**src/rtl/apu_pkg.sv**
```systemverilog
// Shared APU definitions: frame-sequencer step masks, channel limits and
// the frequency-sweep arithmetic used by the square channels.
package apu_pkg;

    // Frame-sequencer steps on which each unit is clocked (bit n = step n).
    localparam logic [7:0]  LEN_STEPS   = 8'b01010101;
    localparam logic [7:0]  SWEEP_STEPS = 8'b01000100;
    localparam logic [7:0]  ENV_STEP    = 8'b10000000;

    localparam logic [10:0] MAX_FREQ    = 11'd2047;
    localparam logic [6:0]  LEN_MAX     = 7'd64;

    // A sweep period of 0 behaves like a period of 8 for the timer reload.
    localparam logic [3:0]  SWEEP_PERIOD_ZERO_RELOAD = 4'd8;

    // One-cycle clock-enable pulses produced by the frame sequencer.
    typedef struct packed {
        logic len_clk;
        logic sweep_clk;
        logic env_clk;
    } frame_clk_t;

    // New sweep frequency, kept 12 bits wide so an overflow past 2047 is visible.
    function automatic logic [11:0] sweep_calc(input logic [10:0] shadow,
                                               input logic        neg,
                                               input logic [2:0]  shift);
        logic [11:0] base;
        logic [11:0] delta;
        base  = {1'b0, shadow};
        delta = {1'b0, shadow >> shift};
        sweep_calc = neg ? (base - delta) : (base + delta);
    endfunction

    function automatic logic sweep_overflow(input logic [11:0] value);
        sweep_overflow = (value > {1'b0, MAX_FREQ});
    endfunction

endpackage

```
**src/rtl/apu_frame_sequencer.sv**
```systemverilog
// 512 Hz frame sequencer: a clock divider feeding a 3-bit step counter.
// Each terminal count produces one tick; the step value *before* the
// increment decides which of length / sweep / envelope is clocked.
module apu_frame_sequencer
    import apu_pkg::*;
#(
    parameter int unsigned CLKS_PER_FRAME_TICK = 24000
) (
    input  logic       clk,
    input  logic       rst,
    output frame_clk_t frame_clk
);

    localparam int unsigned DIV_W = (CLKS_PER_FRAME_TICK > 1) ? $clog2(CLKS_PER_FRAME_TICK) : 1;
    localparam logic [DIV_W-1:0] DIV_TERM = DIV_W'(CLKS_PER_FRAME_TICK - 1);

    logic [DIV_W-1:0] div_q, div_d;
    logic [2:0]       step_q, step_d;
    logic             tick;

    // Divider wrap, step advance and per-step clock pulses.
    always_comb begin
        tick   = (div_q == DIV_TERM);
        div_d  = tick ? '0 : div_q + 1'b1;
        step_d = tick ? step_q + 3'd1 : step_q;
        frame_clk.len_clk   = tick & LEN_STEPS[step_q];
        frame_clk.sweep_clk = tick & SWEEP_STEPS[step_q];
        frame_clk.env_clk   = tick & ENV_STEP[step_q];
    end

    // Divider and step registers; reset returns to step 0 with no pending tick.
    always_ff @(posedge clk) begin
        if (rst) begin
            div_q  <= '0;
            step_q <= '0;
        end else begin
            div_q  <= div_d;
            step_q <= step_d;
        end
    end

endmodule

```
**src/rtl/square_channel_ctrl.sv**
```systemverilog
// Square-channel control stage: length counter, volume envelope and
// frequency sweep driving the square-wave generator inputs. All outputs
// are registered; a trigger shows up on the outputs the cycle after it.
module square_channel_ctrl
    import apu_pkg::*;
#(
    parameter int unsigned CLKS_PER_FRAME_TICK = 24000
) (
    input  logic        I_BITCLK,
    input  logic        I_RESET,
    input  logic        I_TRIGGER,
    input  logic        I_LENGTH_LOAD,
    input  logic [5:0]  I_LENGTH_DATA,
    input  logic        I_LENGTH_EN,
    input  logic        I_FREQ_WR,
    input  logic [10:0] I_FREQUENCY,
    input  logic [1:0]  I_DUTY,
    input  logic [3:0]  I_ENV_INIT,
    input  logic        I_ENV_DIR,
    input  logic [2:0]  I_ENV_PERIOD,
    input  logic [2:0]  I_SWEEP_PERIOD,
    input  logic        I_SWEEP_NEG,
    input  logic [2:0]  I_SWEEP_SHIFT,
    output logic [10:0] O_FREQUENCY,
    output logic [1:0]  O_DUTY_CYCLE,
    output logic [3:0]  O_VOLUME,
    output logic        O_WAVEFORM_EN
);

    frame_clk_t frame_clk;

    apu_frame_sequencer #(
        .CLKS_PER_FRAME_TICK(CLKS_PER_FRAME_TICK)
    ) u_frame_seq (
        .clk       (I_BITCLK),
        .rst       (I_RESET),
        .frame_clk (frame_clk)
    );

    logic [10:0] freq_q, freq_d;
    logic [1:0]  duty_q, duty_d;
    logic [3:0]  vol_q, vol_d;
    logic        en_q, en_d;
    logic [6:0]  length_q, length_d;
    logic [2:0]  env_timer_q, env_timer_d;
    logic [3:0]  sweep_timer_q, sweep_timer_d;
    logic        sweep_en_q, sweep_en_d;
    logic [10:0] shadow_q, shadow_d;

    logic [11:0] trig_calc;
    logic [11:0] sweep_new;
    logic [11:0] sweep_recheck;
    logic [3:0]  sweep_reload;
    logic [6:0]  length_loaded;
    logic        dac_off;

    // Sweep arithmetic, reload values and DAC state shared by the update logic.
    always_comb begin
        trig_calc     = sweep_calc(I_FREQUENCY, I_SWEEP_NEG, I_SWEEP_SHIFT);
        sweep_new     = sweep_calc(shadow_q, I_SWEEP_NEG, I_SWEEP_SHIFT);
        sweep_recheck = sweep_calc(sweep_new[10:0], I_SWEEP_NEG, I_SWEEP_SHIFT);
        sweep_reload  = (I_SWEEP_PERIOD == 3'd0) ? SWEEP_PERIOD_ZERO_RELOAD
                                                 : {1'b0, I_SWEEP_PERIOD};
        length_loaded = LEN_MAX - {1'b0, I_LENGTH_DATA};
        dac_off       = (I_ENV_INIT == 4'd0) && !I_ENV_DIR;
    end

    // Next-state for the channel: trigger wins over frame-sequencer actions,
    // a direct frequency write overrides a sweep write, DAC-off forces disable.
    always_comb begin
        freq_d        = freq_q;
        duty_d        = I_DUTY;
        vol_d         = vol_q;
        en_d          = en_q;
        length_d      = length_q;
        env_timer_d   = env_timer_q;
        sweep_timer_d = sweep_timer_q;
        sweep_en_d    = sweep_en_q;
        shadow_d      = shadow_q;

        if (I_TRIGGER) begin
            en_d = 1'b1;
            if (I_LENGTH_LOAD) begin
                length_d = length_loaded;
            end else if (length_q == 7'd0) begin
                length_d = LEN_MAX;
            end
            vol_d         = I_ENV_INIT;
            env_timer_d   = I_ENV_PERIOD;
            shadow_d      = I_FREQUENCY;
            freq_d        = I_FREQUENCY;
            sweep_timer_d = sweep_reload;
            sweep_en_d    = (I_SWEEP_PERIOD != 3'd0) || (I_SWEEP_SHIFT != 3'd0);
            if ((I_SWEEP_SHIFT != 3'd0) && sweep_overflow(trig_calc)) begin
                en_d = 1'b0;
            end
        end else begin
            // Length counter
            if (frame_clk.len_clk && I_LENGTH_EN && (length_q != 7'd0)) begin
                length_d = length_q - 7'd1;
                if (length_q == 7'd1) begin
                    en_d = 1'b0;
                end
            end
            if (I_LENGTH_LOAD) begin
                length_d = length_loaded;
            end

            // Volume envelope; a stale timer of 0 counts as expiring.
            if (frame_clk.env_clk && (I_ENV_PERIOD != 3'd0)) begin
                if (env_timer_q <= 3'd1) begin
                    env_timer_d = I_ENV_PERIOD;
                    if (I_ENV_DIR) begin
                        if (vol_q != 4'd15) vol_d = vol_q + 4'd1;
                    end else begin
                        if (vol_q != 4'd0) vol_d = vol_q - 4'd1;
                    end
                end else begin
                    env_timer_d = env_timer_q - 3'd1;
                end
            end

            // Frequency sweep
            if (frame_clk.sweep_clk) begin
                if (sweep_timer_q <= 4'd1) begin
                    sweep_timer_d = sweep_reload;
                    if (sweep_en_q && (I_SWEEP_PERIOD != 3'd0)) begin
                        if (sweep_overflow(sweep_new)) begin
                            en_d = 1'b0;
                        end else if (I_SWEEP_SHIFT != 3'd0) begin
                            shadow_d = sweep_new[10:0];
                            freq_d   = sweep_new[10:0];
                            if (sweep_overflow(sweep_recheck)) begin
                                en_d = 1'b0;
                            end
                        end
                    end
                end else begin
                    sweep_timer_d = sweep_timer_q - 4'd1;
                end
            end

            if (I_FREQ_WR) begin
                freq_d = I_FREQUENCY;
            end
        end

        if (dac_off) begin
            en_d = 1'b0;
        end
    end

    // Channel state registers with synchronous reset.
    always_ff @(posedge I_BITCLK) begin
        if (I_RESET) begin
            freq_q        <= '0;
            duty_q        <= '0;
            vol_q         <= '0;
            en_q          <= 1'b0;
            length_q      <= '0;
            env_timer_q   <= '0;
            sweep_timer_q <= '0;
            sweep_en_q    <= 1'b0;
            shadow_q      <= '0;
        end else begin
            freq_q        <= freq_d;
            duty_q        <= duty_d;
            vol_q         <= vol_d;
            en_q          <= en_d;
            length_q      <= length_d;
            env_timer_q   <= env_timer_d;
            sweep_timer_q <= sweep_timer_d;
            sweep_en_q    <= sweep_en_d;
            shadow_q      <= shadow_d;
        end
    end

    assign O_FREQUENCY   = freq_q;
    assign O_DUTY_CYCLE  = duty_q;
    assign O_VOLUME      = vol_q;
    assign O_WAVEFORM_EN = en_q;

endmodule

```
**config.mk**
```make
export PLATFORM = sky130hd
export DESIGN_NAME = square_channel_ctrl
export DESIGN_NICKNAME = d
export VERILOG_FILES = /design/src/rtl/apu_pkg.sv /design/src/rtl/apu_frame_sequencer.sv /design/src/rtl/square_channel_ctrl.sv
export SDC_FILE = /design/constraint.sdc
export NUM_CORES = 1
export LEC_CHECK = 0
export BUFFER_PORTS_ARGS = -buffer_cell sky130_fd_sc_hd__buf_2
export CAP_MARGIN = 25
export CORE_ASPECT_RATIO = 0.6
export CORE_UTILIZATION = 40
export DETAILED_ROUTE_END_ITERATION = 8
export PLACE_DENSITY = 0.57
export SLEW_MARGIN = 10
export SYNTH_ARGS = -nofsm -noshare
export SYNTH_HDL_FRONTEND = slang
export SYNTH_HIERARCHICAL = 1
export SYNTH_SLANG_ARGS = --single-unit
```
**constraint.sdc**
```tcl
create_clock -name I_BITCLK -period 15.45 [get_ports I_BITCLK]
set_input_delay 3.8625 -clock I_BITCLK [delete_from_list [all_inputs] [get_ports I_BITCLK]]
set_output_delay 3.8625 -clock I_BITCLK [all_outputs]
set_load 0.005 [all_outputs]
```
---- Yosys cells after proc, flatten, opt, wreduce, memory -nomap -nowiden ----
Memory sizes are Yosys's and may differ from the RTL's. A register that Yosys moved wholly into a read port is not among the register bits.
Cells that the tools add are included.
storage, ports and cells
  input bits .............................. 40
  flip-flop bits (word level) ............. 62
  word-level logic and storage cells ...... 129
  memories kept ........................... 3
  bits in read-only memories .............. 24
  output and inout bits ................... 18
memory list
  memory            depth  width  read ports  clocked after Yosys merged registers in  wr ports  line                       text
  (name not given)  8      1      1           1                                        0         apu_frame_sequencer.sv:28  frame_clk.env_clk = tick & ENV_STEP[step_q];
  (name not given)  8      1      1           1                                        0         apu_frame_sequencer.sv:26  frame_clk.len_clk = tick & LEN_STEPS[step_q];
  (name not given)  8      1      1           1                                        0         apu_frame_sequencer.sv:27  frame_clk.sweep_clk = tick & SWEEP_STEPS[step_q];
cells by class
  $lt $le $gt $ge ......................... 6
  shift-type cells ........................ 3
  bitwise logic cells ..................... 3
  equal/unequal tests ..................... 7
  muxes and demuxes ....................... 48
  reductions and logical operators ........ 34
  $add $sub $neg .......................... 14
operators with widths
  operator                                               number
  2-to-1 mux 11 bit                                      8
  2-to-1 mux 4 bit                                       10
  adder 11 x 11 -> 12 bit                                3
  > comparator 12 x 11 -> 1 bit (second input constant)  3
  2-to-1 mux 12 bit                                      3
  subtractor 11 x 11 -> 12 bit                           3
  2-to-1 mux 7 bit                                       5
  right shift 11 x 3 -> 11 bit                           3
  2-to-1 mux 3 bit                                       9
  nonzero test 3 bit                                     9
  adder 15 x 1 -> 15 bit (second input constant)         1
  == test 15 bit (second input constant)                 1
  2-to-1 mux 1 bit                                       13
  nonzero test 2 bit                                     6
  AND reduction 5 bit                                    2
  subtractor 4 x 1 -> 4 bit (second input constant)      2
  == test 7 x 1 -> 1 bit (second input constant)         1
  logical NOT 7 bit                                      1
  nonzero test 7 bit                                     1
  subtractor 7 x 1 -> 7 bit (second input constant)      1
  subtractor 7 x 6 -> 7 bit (first input constant)       1
  logical AND 1 bit                                      6
  adder 4 x 1 -> 4 bit (second input constant)           1
  <= comparator 4 x 1 -> 1 bit (second input constant)   1
  other kinds (18)                                       21

---- Depth between registers and ports, before layout ----
  depth in word-level cells ............... 14
  gate-level depth with buffers ........... 35
  depth with buffers taken out ............ 32

---- Modules after synthesis ----
The synthesis kept the hierarchy.
by module, submodules not included
  module               cells each  times used  area each (um^2)  seq. area each (um^2)
  square_channel_ctrl  731         1           5,550.3           880.8
  apu_frame_sequencer  102         1           953.4             420.4

---- Worst setup path after synthesis ----
OpenSTA, ideal clock, no wires.
  path type ............................... input to register
  from .................................... in I_SWEEP_SHIFT[0]
  to ...................................... reg en_q (netlist: O_WAVEFORM_EN)
  slack ................................... 5.617 ns
  data arrival time ....................... 9.711 ns
  path buffers ............................ 2
  setup time .............................. 0.121 ns
  stages .................................. 33
  required time ........................... 15.329 ns
  cell sequence ........................... buf_6 > mux4_2 > mux2_2 > inv_2 > ha_1 > and2_1 > and3_1 > nand2_1 > a211oi_1 > a21oi_1 > ha_1 > buf_2 > nor2b_1 > a2bb2oi_1 > o21ai_1 > nor2_4 > mux4_2 > mux2i_1 > inv_1 > ha_1 > mux2i_1 > ha_1 > nor2b_1 > o21a_1 > o211ai_1 > a21boi_0 > o21a_1 > o2111ai_1 > nor4b_1 > or4_1 > nor3_1 > or3b_1 > nand3_1
between the ends
  cells in the longest elaborated chain, start to end .. 14
  elaborated cells on any way between the ends .. 25
  classes of those cells .................. add/sub (6); order compare (3); shift (3); mux (11); reduce/logical (2)
RTL lines
  element                                                                  line                        text
  start, declared                                                          square_channel_ctrl.sv:23   input logic [2:0] I_SWEEP_SHIFT,
  right shift 11 x 3 -> 11 bit                                             apu_pkg.sv:30               delta = {1'b0, shadow >> shift};
  adder 11 x 11 -> 12 bit or subtractor 11 x 11 -> 12 bit (tied branches)  apu_pkg.sv:31               sweep_calc = neg ? (base - delta) : (base + delta);
  2-to-1 mux 12 bit                                                        apu_pkg.sv:31
  right shift 11 x 3 -> 11 bit                                             apu_pkg.sv:30
  adder 11 x 11 -> 12 bit or subtractor 11 x 11 -> 12 bit (tied branches)  apu_pkg.sv:31
  2-to-1 mux 12 bit                                                        apu_pkg.sv:31
  > comparator 12 x 11 -> 1 bit                                            apu_pkg.sv:35               sweep_overflow = (value > {1'b0, MAX_FREQ});
  2-to-1 mux 1 bit                                                         square_channel_ctrl.sv:133  if (sweep_overflow(sweep_recheck)) begin
  2-to-1 mux 1 bit                                                         square_channel_ctrl.sv:130  end else if (I_SWEEP_SHIFT != 3'd0) begin
  2-to-1 mux 1 bit                                                         square_channel_ctrl.sv:128  if (sweep_overflow(sweep_new)) begin
  2-to-1 mux 1 bit                                                         square_channel_ctrl.sv:127  if (sweep_en_q && (I_SWEEP_PERIOD != 3'd0)) begin
  2-to-1 mux 1 bit                                                         square_channel_ctrl.sv:125  if (sweep_timer_q <= 4'd1) begin
  2-to-1 mux 1 bit                                                         square_channel_ctrl.sv:124  if (frame_clk.sweep_clk) begin
  2-to-1 mux 1 bit *                                                       square_channel_ctrl.sv:81   if (I_TRIGGER) begin
  end signal, assigned                                                     square_channel_ctrl.sv:169  en_q <= en_d;
  end, declared                                                            square_channel_ctrl.sv:43   logic en_q, en_d;
Every way passes the cells marked *; elsewhere a longest branch is shown, timed or not.
A chain may end at the register's enable or synchronous reset.

---- Worst setup path in the final report ----
  from .................................... in I_SWEEP_SHIFT[2]
  to ...................................... reg en_q (netlist: O_WAVEFORM_EN)
Same word-level chain as after synthesis.

==> run summary <==
The total of fill cells in the finished design came out at 1567. Between clock sinks in the finished design, the worst skew comes to 0.00620 ns. For this run, the register share of the synthesized area comes to 0.200. The effective utilization at floorplan came out at 0.416.

The worst setup slack for register-to-register paths is 8.39 ns. The post-synthesis sequential element count is 65. The cell area after technology mapping came out at 6500 sq um. The area fraction of the dominant cell type after synthesis came out at 0.200.

Buffers inserted during clock tree synthesis total 9. The initial antenna violation count came to 0. The number of warnings printed during yosys synthesis came out at 6. After detailed routing, the number of remaining DRC violations is 3.

The setup total negative slack came out at 0 ns. The total power divided by cell area is 106 nW/um^2. In this run the worst hold path is classified as flop to flop. The total congestion overflow after global routing is 0. The worst path buffer plus inverter count came out at 3. The core outline area came out at 15600 sq um. The worst setup path startpoint is I_SWEEP_SHIFT[2]. The flow ran to the end, but the final reports show violations.

The worst slack at placement is 4.36 ns. The buffers inserted during post-CTS setup optimization came out at 0. The highest ir drop seen on vdd is 0.0000437 V. The slowest stage of the critical path is the buf_2 cell. The cell repeated most along the worst path is ha_1. The number of flops mapped to enable cells by yosys is 0. Data on the critical path arrives at its endpoint at 11.05 ns. The startpoint identified for the worst register-to-register timing path is shadow_q[7]. The later-pin clock latency in the skew report came out at 0.33 ns. The final number of max-transition violations is 0. The most used flip-flop cell after synthesis is dfxtp_1. In this run, post-CTS hold repair placed 0 buffers. For hold timing, the worst endpoint is u_frame_seq/div_q[0]. The overall routed net length is 19.4 mm. STA classifies the critical path endpoint as a flop. The library cell used most frequently in the layout, excluding fill and tap cells, is nor2_1.

The clock-pin slew reported for the worst setup and hold paths after clock tree synthesis came out at 0.05 ns. The average footprint of a synthesized cell came out at 7.81 sq um. Counting distinct cell types in the post-synthesis netlist gives 87. In the final design database the tool counted 956 nets.

Across all setup checks in the final design, the least slack found is 4.62 ns. On the critical path the largest part of the delay comes from compound AO/OA/AOI/OAI gates. For this run, the detailed router's first-pass iteration total came to 7. The slew at the pin closest to its max-slew limit came out at 0.959 ns. The top cell types in the final layout, fill and taps aside, are nor2_1 (109), a21oi_1 (78), nand2_1 (68), dfxtp_1 (65), buf_2 (57). The checks that failed: design-rule violations. The total I/O pin count is 58. The multi-input combinational cells in the finished layout cover a total of 4840 sq um. Data on the critical path is required at its endpoint by 15.66 ns. Dividing the final minimum period by the clock period gives 0.701. The first global-routing pass estimated 31.6 mm of wire. Entering global routing, the biggest net connects 52 pins. Summing all flip-flop and latch instances after layout gives 1300 sq um. The number of cells upsized or downsized after cts is 0. The share of final-layout standard cells stronger than drive strength 1 came out at 0.159. The number of H-tree levels is 3. The number of failing hold endpoints at the final stage is 0. The row count is 35. In this run the critical register-to-register path is captured at O_WAVEFORM_EN. Once layout is complete, the utilization of the core stands at 0.460. The worst hold path begins at u_frame_seq/div_q[0]. The number of buffer cells added on primary ports is 57. The area overhead of the layout relative to synthesis came out at 10.6%.

At the end of routability-driven placement, the weighted congestion stood at 0.921. The max-slew headroom at the worst pin is 0.358. The post-route worst hold slack is 0.478 ns. The floorplan step set the die height to 101 um. Along the worst path, the maximum fanout reaches 37.

The clock passes through at most 2 buffers. The delay of the slowest critical-path stage is 0.59 ns. The total vias in the final route is 6313. TritonCTS built the clock tree.

The synthesized instance count is 833. The critical path is of the input pin to flop type. By area the synthesized netlist is led by dfxtp_1 (20%), ha_1 (9.4%), nor2_1 (6.3%), a21oi_1 (6.0%), mux2i_1 (4.6%).

The routed wire length per instance came out at 18.1 um. The die covers 16800 sq um. The number of global-route vias before repair is 5596. The detail-routed via count per cell came out at 5.89.

The startpoint type of the worst setup path is an input pin. The global-route usage over all layers is 0.240. Across the run, the number of max-cap violations was 0. For this block, the initial DRC count from the detailed router was 722. The number of antenna cells inserted is 0. The final HPWL from detailed placement is 14.8 mm.

The CTS sink count came out at 65. The synthesized netlist net count is 924. The chip width came out at 167 um. The biggest area contributor in the post-synthesis netlist is dfxtp_1. The fmax came out at 0.0923 GHz.

The critical path depth in cells is 28. The hold path depth is 1. Setup repair after global routing left no endpoint under its margin. For the finished layout, the period the worst path requires is 10.83 ns. In this run the clock root is driven by a clkbuf_16. The antenna violation net count after detailed routing came out at 0. The share of async-settable or async-resettable flops after synthesis came out at 0. The setup violation total in the final timing report came out at 0. The analysis attributes to cell leakage a power of 2.93 nW. The number of cells on the worst reg-to-reg path is 31.
-- registers in the layout, indices dropped and copies added, names as in the netlist, named ones only --
register and cells:
O_DUTY_CYCLE 2, O_FREQUENCY 11, O_VOLUME 4, O_WAVEFORM_EN 1
env_timer_q 3, length_q 7, shadow_q 11, sweep_en_q 1
sweep_timer_q 4, u_frame_seq/div_q 15, u_frame_seq/step_q 3
-- cell families after synthesis --
| family | after synthesis | synth area share |
|---|---|---|
| compound gates | 214 | 0.226 |
| xor+xnor | 51 | 0.0698 |
| fa+ha+maj | 51 | 0.100 |
| buf+inv | 82 | 0.0558 |
| flops | 65 | 0.200 |
| mux | 48 | 0.0964 |
| simple gates | 322 | 0.251 |
-- cells in the mapped netlist, types with 8 or more instances --
master / number
mux4_2: 11
a21oi_1: 78
a211oi_1: 17
a311oi_1: 10
xnor2_1: 24
clkbuf_1: 20
o211ai_1: 10
ha_1: 49
a31oi_1: 11
dfxtp_1: 65
nor3_1: 22
o21ai_0: 23
nor2b_1: 13
nor2_1: 109
and3_1: 8
xor2_1: 26
buf_2: 11
nand2b_1: 15
nand2_1: 68
nand3_1: 19
mux2i_1: 30
nor4_1: 8
inv_1: 33
-- through the flow --
step,power [mW],area [sq um],cells
CTS,0.758,7190,1071
global placement,0.543,6870,1056
floorplan,0.451,6500,833
global route,0.814,7190,1072
detailed placement,0.539,6870,1056
finish,0.760,7190,1072
-- power by group --
group | internal (mW) | leakage, nW | total [mW] | switching [mW]
Combinational | 0.138 | 2.24 | 0.359 | 0.221
Sequential | 0.177 | 0.534 | 0.187 | 0.0101
Clock | 0.141 | 0.158 | 0.213 | 0.0720
Total | 0.456 | 2.93 | 0.760 | 0.303
-- layer usage --
layer / part of all wire / routed length [um] / track usage / up-vias
met2: 0.35 / 6800 / 0.300 / 284
met4: 0.0054 / 104 / 0.0385 / 0
li1: - / - / - / 3103
met3: 0.099 / 1910 / 0.0479 / 12
met1: 0.55 / 10600 / 0.402 / 2914
met5: 0 / 0 / 0 / -
-- worst max path at each step --
stage	to	slack, ns
finish	O_WAVEFORM_EN	4.62
detailed placement	O_WAVEFORM_EN	4.36
CTS	O_WAVEFORM_EN	4.68
floorplan	O_WAVEFORM_EN	5.62
global route	O_WAVEFORM_EN	4.04
global placement	O_WAVEFORM_EN	4.43
-- cell type report --
cell class                 instances  share of cell area
multi-input combinational        686               0.673
sequential                        65               0.181
timing repair buffer              64              0.0470
clock buffer                      13              0.0390
tap                              203              0.0353
inverter                          39              0.0203
clock inverter                     2             0.00487
Power figures use the tool's default switching activity.
